### config.mk
export PLATFORM = sky130hd
export DESIGN_NAME = modinv_helper_cmp_flat
export DESIGN_NICKNAME = d
export VERILOG_FILES = /design/src/rtl/modinv_helper_cmp_if.sv /design/src/rtl/modinv_helper_cmp.sv /design/src/flat_wrapper.sv
export SDC_FILE = /design/constraint.sdc
export NUM_CORES = 1
export LEC_CHECK = 0
export ABC_AREA = 1
export BUFFER_PORTS_ARGS = -buffer_cell sky130_fd_sc_hd__clkbuf_2
export CAP_MARGIN = 20
export CORE_MARGIN = 3
export CORE_UTILIZATION = 45
export DETAILED_ROUTE_END_ITERATION = 8
export GPL_TIMING_DRIVEN = 0
export HOLD_SLACK_MARGIN = 0.1
export PLACE_DENSITY = 0.8
export SLEW_MARGIN = 10
export SYNTH_ARGS = -nofsm -noshare
export SYNTH_HDL_FRONTEND = slang
export SYNTH_SLANG_ARGS = --single-unit
### constraint.sdc
create_clock -name clk -period 7.2 [get_ports clk]
set_clock_uncertainty 0.05 [all_clocks]
set_input_delay 0.36 -clock clk [delete_from_list [all_inputs] [get_ports clk]]
set_output_delay 0.36 -clock clk [all_outputs]
set_load 0.01 [all_outputs]
### src/rtl/modinv_helper_cmp_if.sv
// Bus between the modular-inversion loop controller / u,v buffers and the
// decision stage: start handshake, buffer read ports and result flags.
interface modinv_helper_cmp_if #(
   parameter int unsigned BUFFER_ADDR_BITS = 4
);

   logic                        ena;
   logic                        rdy;
   logic [BUFFER_ADDR_BITS-1:0] u_addr;
   logic [BUFFER_ADDR_BITS-1:0] v_addr;
   logic [31:0]                 u_din;
   logic [31:0]                 v_din;
   logic                        v_is_zero;
   logic                        u_is_even;
   logic                        v_is_even;
   logic                        u_gt_v;

   // Controller / buffer side
   modport master (
      output ena, u_din, v_din,
      input  rdy, u_addr, v_addr, v_is_zero, u_is_even, v_is_even, u_gt_v
   );

   // Decision stage side
   modport slave (
      input  ena, u_din, v_din,
      output rdy, u_addr, v_addr, v_is_zero, u_is_even, v_is_even, u_gt_v
   );

endinterface

### src/rtl/modinv_helper_cmp.sv
// Decision stage of the modular-inversion loop: streams u and v (LSW first)
// and produces v==0, u even, v even and u>v for the loop controller.
module modinv_helper_cmp #(
   parameter int unsigned BUFFER_NUM_WORDS = 9,
   parameter int unsigned BUFFER_ADDR_BITS = 4
) (
   input logic               clk,
   input logic               rst_n,
   modinv_helper_cmp_if.slave bus
);

   localparam int unsigned PROC_NUM_CYCLES = BUFFER_NUM_WORDS + 3;
   localparam int unsigned CNT_BITS        = $clog2(PROC_NUM_CYCLES);

   // Counter landmarks: last address issue, first/last data word, commit
   localparam logic [CNT_BITS-1:0] CNT_ADDR_LAST  = CNT_BITS'(BUFFER_NUM_WORDS - 1);
   localparam logic [CNT_BITS-1:0] CNT_WORD_FIRST = CNT_BITS'(2);
   localparam logic [CNT_BITS-1:0] CNT_WORD_LAST  = CNT_BITS'(BUFFER_NUM_WORDS + 1);
   localparam logic [CNT_BITS-1:0] CNT_COMMIT     = CNT_BITS'(PROC_NUM_CYCLES - 1);

   logic [CNT_BITS-1:0]         proc_cnt;
   logic [BUFFER_ADDR_BITS-1:0] addr;

   logic borrow_acc;
   logic zero_acc;
   logic u_even_acc;
   logic v_even_acc;

   logic v_is_zero_r;
   logic u_is_even_r;
   logic v_is_even_r;
   logic u_gt_v_r;

   logic        borrow_in;
   logic [32:0] diff;
   logic        v_word_zero;
   logic        word_first;
   logic        word_rest;

   // Word-serial v - u; the final borrow-out means v < u, i.e. u > v
   always_comb begin
      word_first  = (proc_cnt == CNT_WORD_FIRST);
      word_rest   = (proc_cnt > CNT_WORD_FIRST) && (proc_cnt <= CNT_WORD_LAST);
      borrow_in   = word_first ? 1'b0 : borrow_acc;
      diff        = {1'b0, bus.v_din} - {1'b0, bus.u_din} - {32'd0, borrow_in};
      v_word_zero = (bus.v_din == '0);
   end

   // Run counter: idle at 0, started by ena, free-runs to the commit slot and wraps
   always_ff @(posedge clk or negedge rst_n) begin
      if (!rst_n) begin
         proc_cnt <= '0;
      end else if (proc_cnt == '0) begin
         if (bus.ena) proc_cnt <= CNT_BITS'(1);
      end else if (proc_cnt == CNT_COMMIT) begin
         proc_cnt <= '0;
      end else begin
         proc_cnt <= proc_cnt + 1'b1;
      end
   end

   // Shared u/v read address: walks 0..N-1 while proc_cnt is 1..N, else parked at 0
   always_ff @(posedge clk or negedge rst_n) begin
      if (!rst_n) begin
         addr <= '0;
      end else if ((proc_cnt != '0) && (proc_cnt <= CNT_ADDR_LAST)) begin
         addr <= addr + 1'b1;
      end else begin
         addr <= '0;
      end
   end

   // Per-word accumulation; word 0 seeds the borrow, zero and parity state
   always_ff @(posedge clk or negedge rst_n) begin
      if (!rst_n) begin
         borrow_acc <= 1'b0;
         zero_acc   <= 1'b0;
         u_even_acc <= 1'b0;
         v_even_acc <= 1'b0;
      end else if (word_first) begin
         borrow_acc <= diff[32];
         zero_acc   <= v_word_zero;
         u_even_acc <= ~bus.u_din[0];
         v_even_acc <= ~bus.v_din[0];
      end else if (word_rest) begin
         borrow_acc <= diff[32];
         zero_acc   <= zero_acc & v_word_zero;
      end
   end

   // Flags change only on the commit edge, together with rdy returning high
   always_ff @(posedge clk or negedge rst_n) begin
      if (!rst_n) begin
         v_is_zero_r <= 1'b0;
         u_is_even_r <= 1'b0;
         v_is_even_r <= 1'b0;
         u_gt_v_r    <= 1'b0;
      end else if (proc_cnt == CNT_COMMIT) begin
         v_is_zero_r <= zero_acc;
         u_is_even_r <= u_even_acc;
         v_is_even_r <= v_even_acc;
         u_gt_v_r    <= borrow_acc;
      end
   end

   assign bus.rdy       = (proc_cnt == '0);
   assign bus.u_addr    = addr;
   assign bus.v_addr    = addr;
   assign bus.v_is_zero = v_is_zero_r;
   assign bus.u_is_even = u_is_even_r;
   assign bus.v_is_even = v_is_even_r;
   assign bus.u_gt_v    = u_gt_v_r;

endmodule
### src/flat_wrapper.sv
// flat-port wrapper written by rule: the top's interface ports become plain ports
module modinv_helper_cmp_flat 
#(
   parameter int unsigned BUFFER_NUM_WORDS = 9,
   parameter int unsigned BUFFER_ADDR_BITS = 4
)
  (clk, rst_n, bus_ena, bus_u_din, bus_v_din, bus_rdy, bus_u_addr, bus_v_addr, bus_v_is_zero, bus_u_is_even, bus_v_is_even, bus_u_gt_v);
  modinv_helper_cmp_if #(.BUFFER_ADDR_BITS(BUFFER_ADDR_BITS)) bus_i ();
  input logic clk;
  input logic rst_n;
  input wire logic [$bits(bus_i.ena)-1:0] bus_ena;
  input wire logic [$bits(bus_i.u_din)-1:0] bus_u_din;
  input wire logic [$bits(bus_i.v_din)-1:0] bus_v_din;
  output wire logic [$bits(bus_i.rdy)-1:0] bus_rdy;
  output wire logic [$bits(bus_i.u_addr)-1:0] bus_u_addr;
  output wire logic [$bits(bus_i.v_addr)-1:0] bus_v_addr;
  output wire logic [$bits(bus_i.v_is_zero)-1:0] bus_v_is_zero;
  output wire logic [$bits(bus_i.u_is_even)-1:0] bus_u_is_even;
  output wire logic [$bits(bus_i.v_is_even)-1:0] bus_v_is_even;
  output wire logic [$bits(bus_i.u_gt_v)-1:0] bus_u_gt_v;
  assign bus_i.ena = bus_ena;
  assign bus_i.u_din = bus_u_din;
  assign bus_i.v_din = bus_v_din;
  assign bus_rdy = bus_i.rdy;
  assign bus_u_addr = bus_i.u_addr;
  assign bus_v_addr = bus_i.v_addr;
  assign bus_v_is_zero = bus_i.v_is_zero;
  assign bus_u_is_even = bus_i.u_is_even;
  assign bus_v_is_even = bus_i.v_is_even;
  assign bus_u_gt_v = bus_i.u_gt_v;
  modinv_helper_cmp #(.BUFFER_NUM_WORDS(BUFFER_NUM_WORDS), .BUFFER_ADDR_BITS(BUFFER_ADDR_BITS)) u_core (.clk(clk), .rst_n(rst_n), .bus(bus_i));
endmodule
# Word-level counts from Yosys, hierarchy flattened
# Index checks and enable logic that the tools add are counted.
# Widths: inputs -> output; s select.
# totals
regBits,16
input_bits,67
wordCells,38
# op_classes
add_sub_neg,4
order_cmp,3
n_eq_ne,3
muxes,9
bitwise_logic,3
reduce_logical,6
# op_table
op,count
$sub 32x32->33,1
$sub 33x1->33,1
$logic_not 32->1,1
$mux 4,4
$add 4x1->4 const B,2
$le 4x4->1 const B,2
$mux 1,5
$eq 4x2->1 const B,1
$eq 4x4->1 const B,1
$gt 4x2->1 const B,1
$logic_not 4->1,1
$reduce_bool 4->1,1
$logic_and 1x1->1,2
$ne 2x2->1 const B,1
$not 1->1,2
$reduce_bool 2->1,1
$and 1x1->1,1

# Longest topological paths before layout
# Gate-level depths: netlist of the first run.
# depth
ltp_word,5
depth_mapped,19
mapped_depth_nobuf,19

# Worst setup path after synthesis of the first run
# Ideal clock, no wire load.
# synth_timing
path_kind,flip-flop to flip-flop
startpoint,register u_core.proc_cnt[2]
endpoint,register u_core.borrow_acc
setup_ns,0.117
t_arrival_ns,2.125
t_required_ns,7.033
slack_ns,4.908
path_stages_with_launch,19
path_buffers,0
period_less_slack_ns,2.292
path_cell_list,dfrtp_1 > nor2_1 > inv_1 > nor3_1 > inv_1 > nand2_1 > ha_1 > a21o_1 > ha_1 > nand2_1 > nand3_1 > nand3_1 > nand2_1 > nand2_1 > nand2_2 > nand2_1 > nand3_1 > nand3_1 > nand2_1
# synth_between
elab_chain_cells,5
word_cells_on_any_way,9
# synth_lines
element,line,source
from (decl),modinv_helper_cmp.sv:21,logic [CNT_BITS-1:0] proc_cnt;
from (signal assigned),modinv_helper_cmp.sv:58,proc_cnt <= proc_cnt + 1'b1;
$eq 4x2->1,modinv_helper_cmp.sv:42,word_first = (proc_cnt == CNT_WORD_FIRST);
$mux 1,modinv_helper_cmp.sv:44,borrow_in = word_first ? 1'b0 : borrow_acc;
$sub 33x1->33,modinv_helper_cmp.sv:45,"diff = {1'b0, bus.v_din} - {1'b0, bus.u_din} - {32'd0, borrow_in};"
$mux 1,modinv_helper_cmp.sv:85,end else if (word_rest) begin
$mux 1,modinv_helper_cmp.sv:80,end else if (word_first) begin
to (signal assigned),modinv_helper_cmp.sv:81,borrow_acc <= diff[32];
to (signal assigned),modinv_helper_cmp.sv:86,borrow_acc <= diff[32];
to (decl),modinv_helper_cmp.sv:24,logic borrow_acc;
# Several ways; a longest one is shown, not always the timed one. The select of a mux whose other input is x is not followed.
# A chain may end at the register's enable or synchronous reset.

# Worst setup path after layout of the first run
# Ends and elaborated chain as after synthesis.

==> results of run 1 <==
state kept, by name, indices dropped and copies added (netlist names):
register              count
u_core.v_even_acc         1
u_core.borrow_acc         1
u_core.bus.v_is_zero      1
u_core.zero_acc           1
u_core.bus.u_addr         4
u_core.u_even_acc         1
u_core.proc_cnt           4
u_core.bus.v_is_even      1
u_core.bus.u_gt_v         1
u_core.bus.u_is_even      1
worst reg2reg max path: stages (launching register included):
cell and delay [ps]:
dfrtp_1 430, nor2_1 150, inv_1 80, nor3_1 190, inv_1 130, nand2_1 80
ha_1 220, a21o_1 150, ha_1 260, nand2_1 70, nand3_1 80, nand3_1 70
nand2_1 50, nand2_1 70, nand2_2 50, nand2_1 70, nand3_1 70, nand3_1 80
nand2_1 50
synthesized netlist by cell type, types with 3 or more instances:
cell       n  area (um^2)
a21o_1     3        22.52
a21oi_1    9        45.04
buf_4      4        30.03
dfrtp_1   16        400.4
ha_1      65        813.3
inv_1    115        431.7
nand2_1   64        240.2
nand3_1    8        40.04
nand4_1    8        50.05
nor2_1    20        75.07
o21ai_0    5        25.02
o21ai_1    5        25.02
per-stage QoR:
| stage | util (%) | instances | area, um^2 | hold WS, ps | setup slack [ps] |
|---|---|---|---|---|---|
| 5_1_grt | 58.94 | 487 | 2839 | 253.9 | 4373 |
| 2_1_floorplan | - | 336 | 2295 | 14.41 | 4908 |
| 3_5_place_dp | 57.58 | 482 | 2774 | 255.5 | 4704 |
| 4_1_cts | 58.94 | 487 | 2839 | 244.5 | 4681 |
| 3_3_place_gp | 57.58 | 482 | 2774 | 251.1 | 4698 |
| 6_report | 58.94 | 487 | 2839 | 247.2 | 4720 |
power breakdown:
part           total, mW  internal (mW)  switching (mW)
Clock             0.0798         0.0485          0.0313
Combinational      0.294          0.132           0.162
Sequential         0.168          0.131          0.0370
Total              0.542          0.312           0.230
layout make-up:
cell class | count | area share [%]
Buffer | 4 | 1.058
Multi-Input combinational cell | 200 | 50.33
Clock buffer | 4 | 1.939
Sequential cell | 16 | 14.10
Inverter | 116 | 15.34
Tap cell | 67 | 2.953
Timing Repair Buffer | 80 | 14.28
worst paths after layout:
kind | from | to | slack (ps)
worst max-delay path | u_core.proc_cnt[2]$_DFFE_PN0P_ | u_core.borrow_acc$_DFFE_PN0P_ | 4720
worst min-delay path | bus_u_din[0] | u_core.u_even_acc$_DFFE_PN0P_ | 250
worst max register to register | u_core.proc_cnt[2]$_DFFE_PN0P_ | u_core.borrow_acc$_DFFE_PN0P_ | 4720
worst min register to register | u_core.bus.v_is_zero$_DFFE_PN0P_ | u_core.bus.v_is_zero$_DFFE_PN0P_ | 420
max in group asynchronous | rst_n | u_core.bus.u_addr[1]$_DFF_PN0_ | 6290
min in group asynchronous | rst_n | u_core.borrow_acc$_DFFE_PN0P_ | 520
routing by layer:
layer / wire [um] / global-route usage (%)
met1: 1964 / 18.51
met4: 23 / 3.915
met3: 268 / 2.668
met5: 0 / 0
met2: 2172 / 28.67
cell families (layout without fill, tap and decap cells):
family	after synthesis	count (layout)
simple gates	110	110
xor+xnor	2	2
compound gates	23	23
flops	16	16
buf+inv	120	204
fa+ha+maj	65	65
==> impl_metrics.ini, run 1 <==
[synth]
synth_edf_count = 0
synth_top_family_by_area = adder cells
syn_nets = 468
synth.avg_cell_area_um2 = 6.829
async_reset_ff_share_pct = 100.0
synth_mux_area_share_pct = 0
synth-xor-area-share_pct = 0.7634
ys.flop_type = dfrtp_1
ys_seq_area_share_pct = 17.45
synthAdderAreaFrac_pct = 35.44
yosysWarnings = 0
synth_cell_type_count = 23
ys_seq_elements = 16
synth-simple-area-share_pct = 20.61
syn-instance-count = 336
syn_area_um2 = 2295
synth_compound_area_share_pct = 5.453

[run_status]
status = finished clean

[place]
dp_hpwl_um = 4044
portBuffers = 79
place.gp.congestion = 0.7774

[grt]
gr-total-overflow = 0
grt_usage_pct = 15.54
antenna_found_initial = 0
grt_max_degree = 17
first_global_vias = 1991
grt_pass1_wl_um = 7797

[finish]
drive_gt1_share_pct = 21.90
multi_input_area_um2 = 1429
num-nets-final = 553
n_antenna_cell = 0
seq_area_um2 = 400.4
area_growth_pct = 23.72
mostFrequentLayoutCells = inv_1 (115), clkbuf_2 (79), ha_1 (65)
fill_cells = 477
layout_commonest_cell = inv_1

[detailed_routing]
drt_pass1_iterations = 4
routedWlPerCell_um = 9.092
num_vias = 2111
postRouteAntennaNets = 0
route.detailed.drc = 0
finalWirelength_um = 4428
avgViaCountPerCell = 4.335
drt_iter0_markers = 40

[timing]
hold_viol_final = 0
fin_crit_sh_pct = 34.45
fin_crit_ps = 2480
slew_violations = 0
max_freq_mhz = 403.2
max_slew_margin_pct = 71.39
finalSetupTns_ps = 0
rsz0062_at_grt = no
setup_viol = 0
tightest_slew_ps = 424.7

[critical_path]
cp-end-kind = flop
worstPathCellList = nor2_1, inv_1, nor3_1, inv_1, nand2_1, ha_1, a21o_1, ha_1, nand2_1, nand3_1, nand3_1, nand2_1, nand2_1, nand2_2, nand2_1, nand3_1, nand3_1, nand2_1
crit_family = simple AND/OR/NAND/NOR gates
ff2ff_path_depth = 18
cp_max_fo = 6
startpoint_type = flop
worst-path-stages = 18
critPathKind = flop to flop
cp_slowest_cell = dfrtp_1
critical_path_buf_inv_count = 2
crit_arrival_ps = 2580
crit_required_ps = 7300
cp_common_cell = nand2_1
max_stage_delay_ps = 430

[clock_network]
cts_tree = done
cts.reportedPaths.clkPinSlew_ps = 70
post-cts-setup-buffer-count = 0
clkSinkCount = 16
cts-resized-gates = 0
clockRootBuffer = clkbuf_8
cts_buffers = 3
cts_hold_buffers = 1
insertion_delay_ps = 250
clock_path_buffers = 2
cts_max_level = 1

[die]
io_pins = 80
initial_core_util_pct = 47.64
fp.dieW_um = 77.41
fp.dieH_um = 77.41
row_count = 25
dieArea_um2 = 5992
coreArea_um2 = 4817

[flow_run]
drv_cap = 0

[min_path]
hp-class = primary input to flop
holdPathStages = 2

[pwr]
power_mw = 0.5415
pwr_density_cell_nw_per_um2 = 190.7
peakVddDrop_v = 0.0001112
leakagePower_nw = 1.883
No activity file was read; power rests on OpenSTA's default activity.
==> run 2: changes to the inputs <==
Clock period 7.2 ns to 2.3 ns, I/O delays scaled along.
==> run 2 against run 1 <==
The flow now finishes with violations (setup timing). Global-route usage rose by 0.56 points. Power increased to 3.5 times the previous value. Worst setup slack got worse by 4800 ps. Die area stayed put. Sequential share of layout area shrank 0.46 points. Clock power rose to 3.2 times the previous value. Critical path depth did not move. Non-clock buffer count grew 9. Worst hold slack got worse by 100 ps. Utilization increased by 2.2 points. Combinational power increased to 3.7 times the previous value. Cell count rose by 1.8%. Critical path type unchanged. Critical endpoint unchanged. Largest cell class unchanged.
==> impl_metrics.ini, run 2 (synthesis gave the netlist of run 1 again) <==
[critical_path]
critPathKind = flop to flop
worstPathCellList = nor2_2, inv_2, nor3_4, inv_2, nand2_2, ha_4, a21o_1, ha_1, nand2_1, nand3_1, nand3_1, nand2_1, nand2_1, nand2_2, nand2_2, nand3_1, nand3_1, nand2_1
cp_max_fo = 4
crit_required_ps = 2400
cp_slowest_cell = dfrtp_1
startpoint_type = flop
max_stage_delay_ps = 420
crit_arrival_ps = 2440
cp-end-kind = flop
rrSetupSlack_ps = -40
ff2ff_path_depth = 18

[finish]
mostFrequentLayoutCells = inv_1 (113), clkbuf_2 (79), ha_1 (64)
fill_cells = 472
num-nets-final = 562
layout_commonest_cell = inv_1
multi_input_area_um2 = 1460
drive_gt1_share_pct = 24.94
n_antenna_cell = 0
area_growth_pct = 28.30
seq_area_um2 = 401.6

[grt]
gr-total-overflow = 0
first_global_vias = 2049
grt_usage_pct = 16.10
grt_max_degree = 17
grt_pass1_wl_um = 8073
antenna_found_initial = 0

[min_path]
holdPathStages = 3
hp-class = primary input to flop

[clock_network]
clkSinkCount = 16
insertion_delay_ps = 250
clockRootBuffer = clkbuf_8
cts_buffers = 3
clock_path_buffers = 2
cts_max_level = 1
cts_tree = done
cts.reportedPaths.clkPinSlew_ps = 70

[die]
row_count = 25
coreArea_um2 = 4817
fp.dieW_um = 77.41
io_pins = 80
initial_core_util_pct = 47.64
dieArea_um2 = 5992
fp.dieH_um = 77.41

[place]
portBuffers = 79
post-place-ws_ps = -195.5
dp_hpwl_um = 4044
place.gp.congestion = 0.7774

[detailed_routing]
drt_pass1_iterations = 4
finalWirelength_um = 4702
routedWlPerCell_um = 9.480
avgViaCountPerCell = 4.361
drt_iter0_markers = 44
postRouteAntennaNets = 0
num_vias = 2163
route.detailed.drc = 0

[timing]
finalSetupTns_ps = -35.76
tightest_slew_ps = 424.7
hold_viol_final = 0
fin_crit_sh_pct = 101.6
rsz0062_at_grt = yes
max_freq_mhz = 428.1
setup_ws_ps = -35.76
setup_viol = 1
slew_violations = 0
max_slew_margin_pct = 71.39
fin_crit_ps = 2336

[run_status]
violations = setup timing
status = finished, violations left

[pwr]
pwr_density_cell_nw_per_um2 = 635.5
leakagePower_nw = 1.928
power_mw = 1.871
peakVddDrop_v = 0.0003791

[flow_run]
drv_cap = 0
run 2: path summary, 6_finish.rpt:
| check | from | endpoint |
|---|---|---|
| worst max-delay path | u_core.proc_cnt[3]$_DFFE_PN0P_ | u_core.borrow_acc$_DFFE_PN0P_ |
| worst min-delay path | bus_ena | u_core.proc_cnt[1]$_DFFE_PN0P_ |
| worst max register to register | u_core.proc_cnt[3]$_DFFE_PN0P_ | u_core.borrow_acc$_DFFE_PN0P_ |
| worst min register to register | u_core.bus.v_is_zero$_DFFE_PN0P_ | u_core.bus.v_is_zero$_DFFE_PN0P_ |
| max in group asynchronous | rst_n | u_core.proc_cnt[1]$_DFFE_PN0P_ |
| min in group asynchronous | rst_n | u_core.borrow_acc$_DFFE_PN0P_ |
run 2: routing by layer:
metal	global-route usage, %	part of all wire, %	up-vias	wire [um]
met5	0	0	-	0
met4	3.915	0.49	0	23
met3	2.668	5.7	4	270
met2	30.14	50	55	2354
met1	18.94	44	910	2054
li1	-	-	1194	-
run 2: power breakdown:
part | internal, mW | switching (mW) | total [mW] | leakage, nW
Sequential | 0.412 | 0.125 | 0.536 | 0.202
Clock | 0.152 | 0.100 | 0.252 | 0.0288
Combinational | 0.514 | 0.569 | 1.08 | 1.70
run 2: repair_timing:
item / CTS / global route
pin swaps: 3 / 11
gates resized for setup: 3 / 6
buffers inserted: 7 / 0
hold buffers: 3 / 0
hold endpoints to repair: 18 / 0
endpoints found under the setup margin: 1 / 1
run 2: layout make-up:
cell class,instances,area share [%]
Tap cell,67,2.847
Inverter,116,14.79
Timing Repair Buffer,89,16.23
Clock buffer,4,1.870
Buffer,4,1.020
Multi-Input combinational cell,200,49.60
Sequential cell,16,13.64
run 2: through the flow:
stage / instance area (um^2) / cells / hold slack [ps] / util (%)
finish: 2944 / 496 / 145.6 / 61.12
global route: 2944 / 496 / 178.6 / 61.12
CTS: 2919 / 496 / 141.1 / 60.60
detailed placement: 2774 / 482 / 10.45 / 57.58
global placement: 2774 / 482 / 6.121 / 57.58
floorplan: 2295 / 336 / -230.6 / -
run 2: critical path: cells and delay by family, from the launching register on:
kind / cells / cell delay, ps
flops: 1 / 420
fa+ha+maj: 2 / 480
simple gates: 13 / 990
compound gates: 1 / 170
buf+inv: 2 / 130
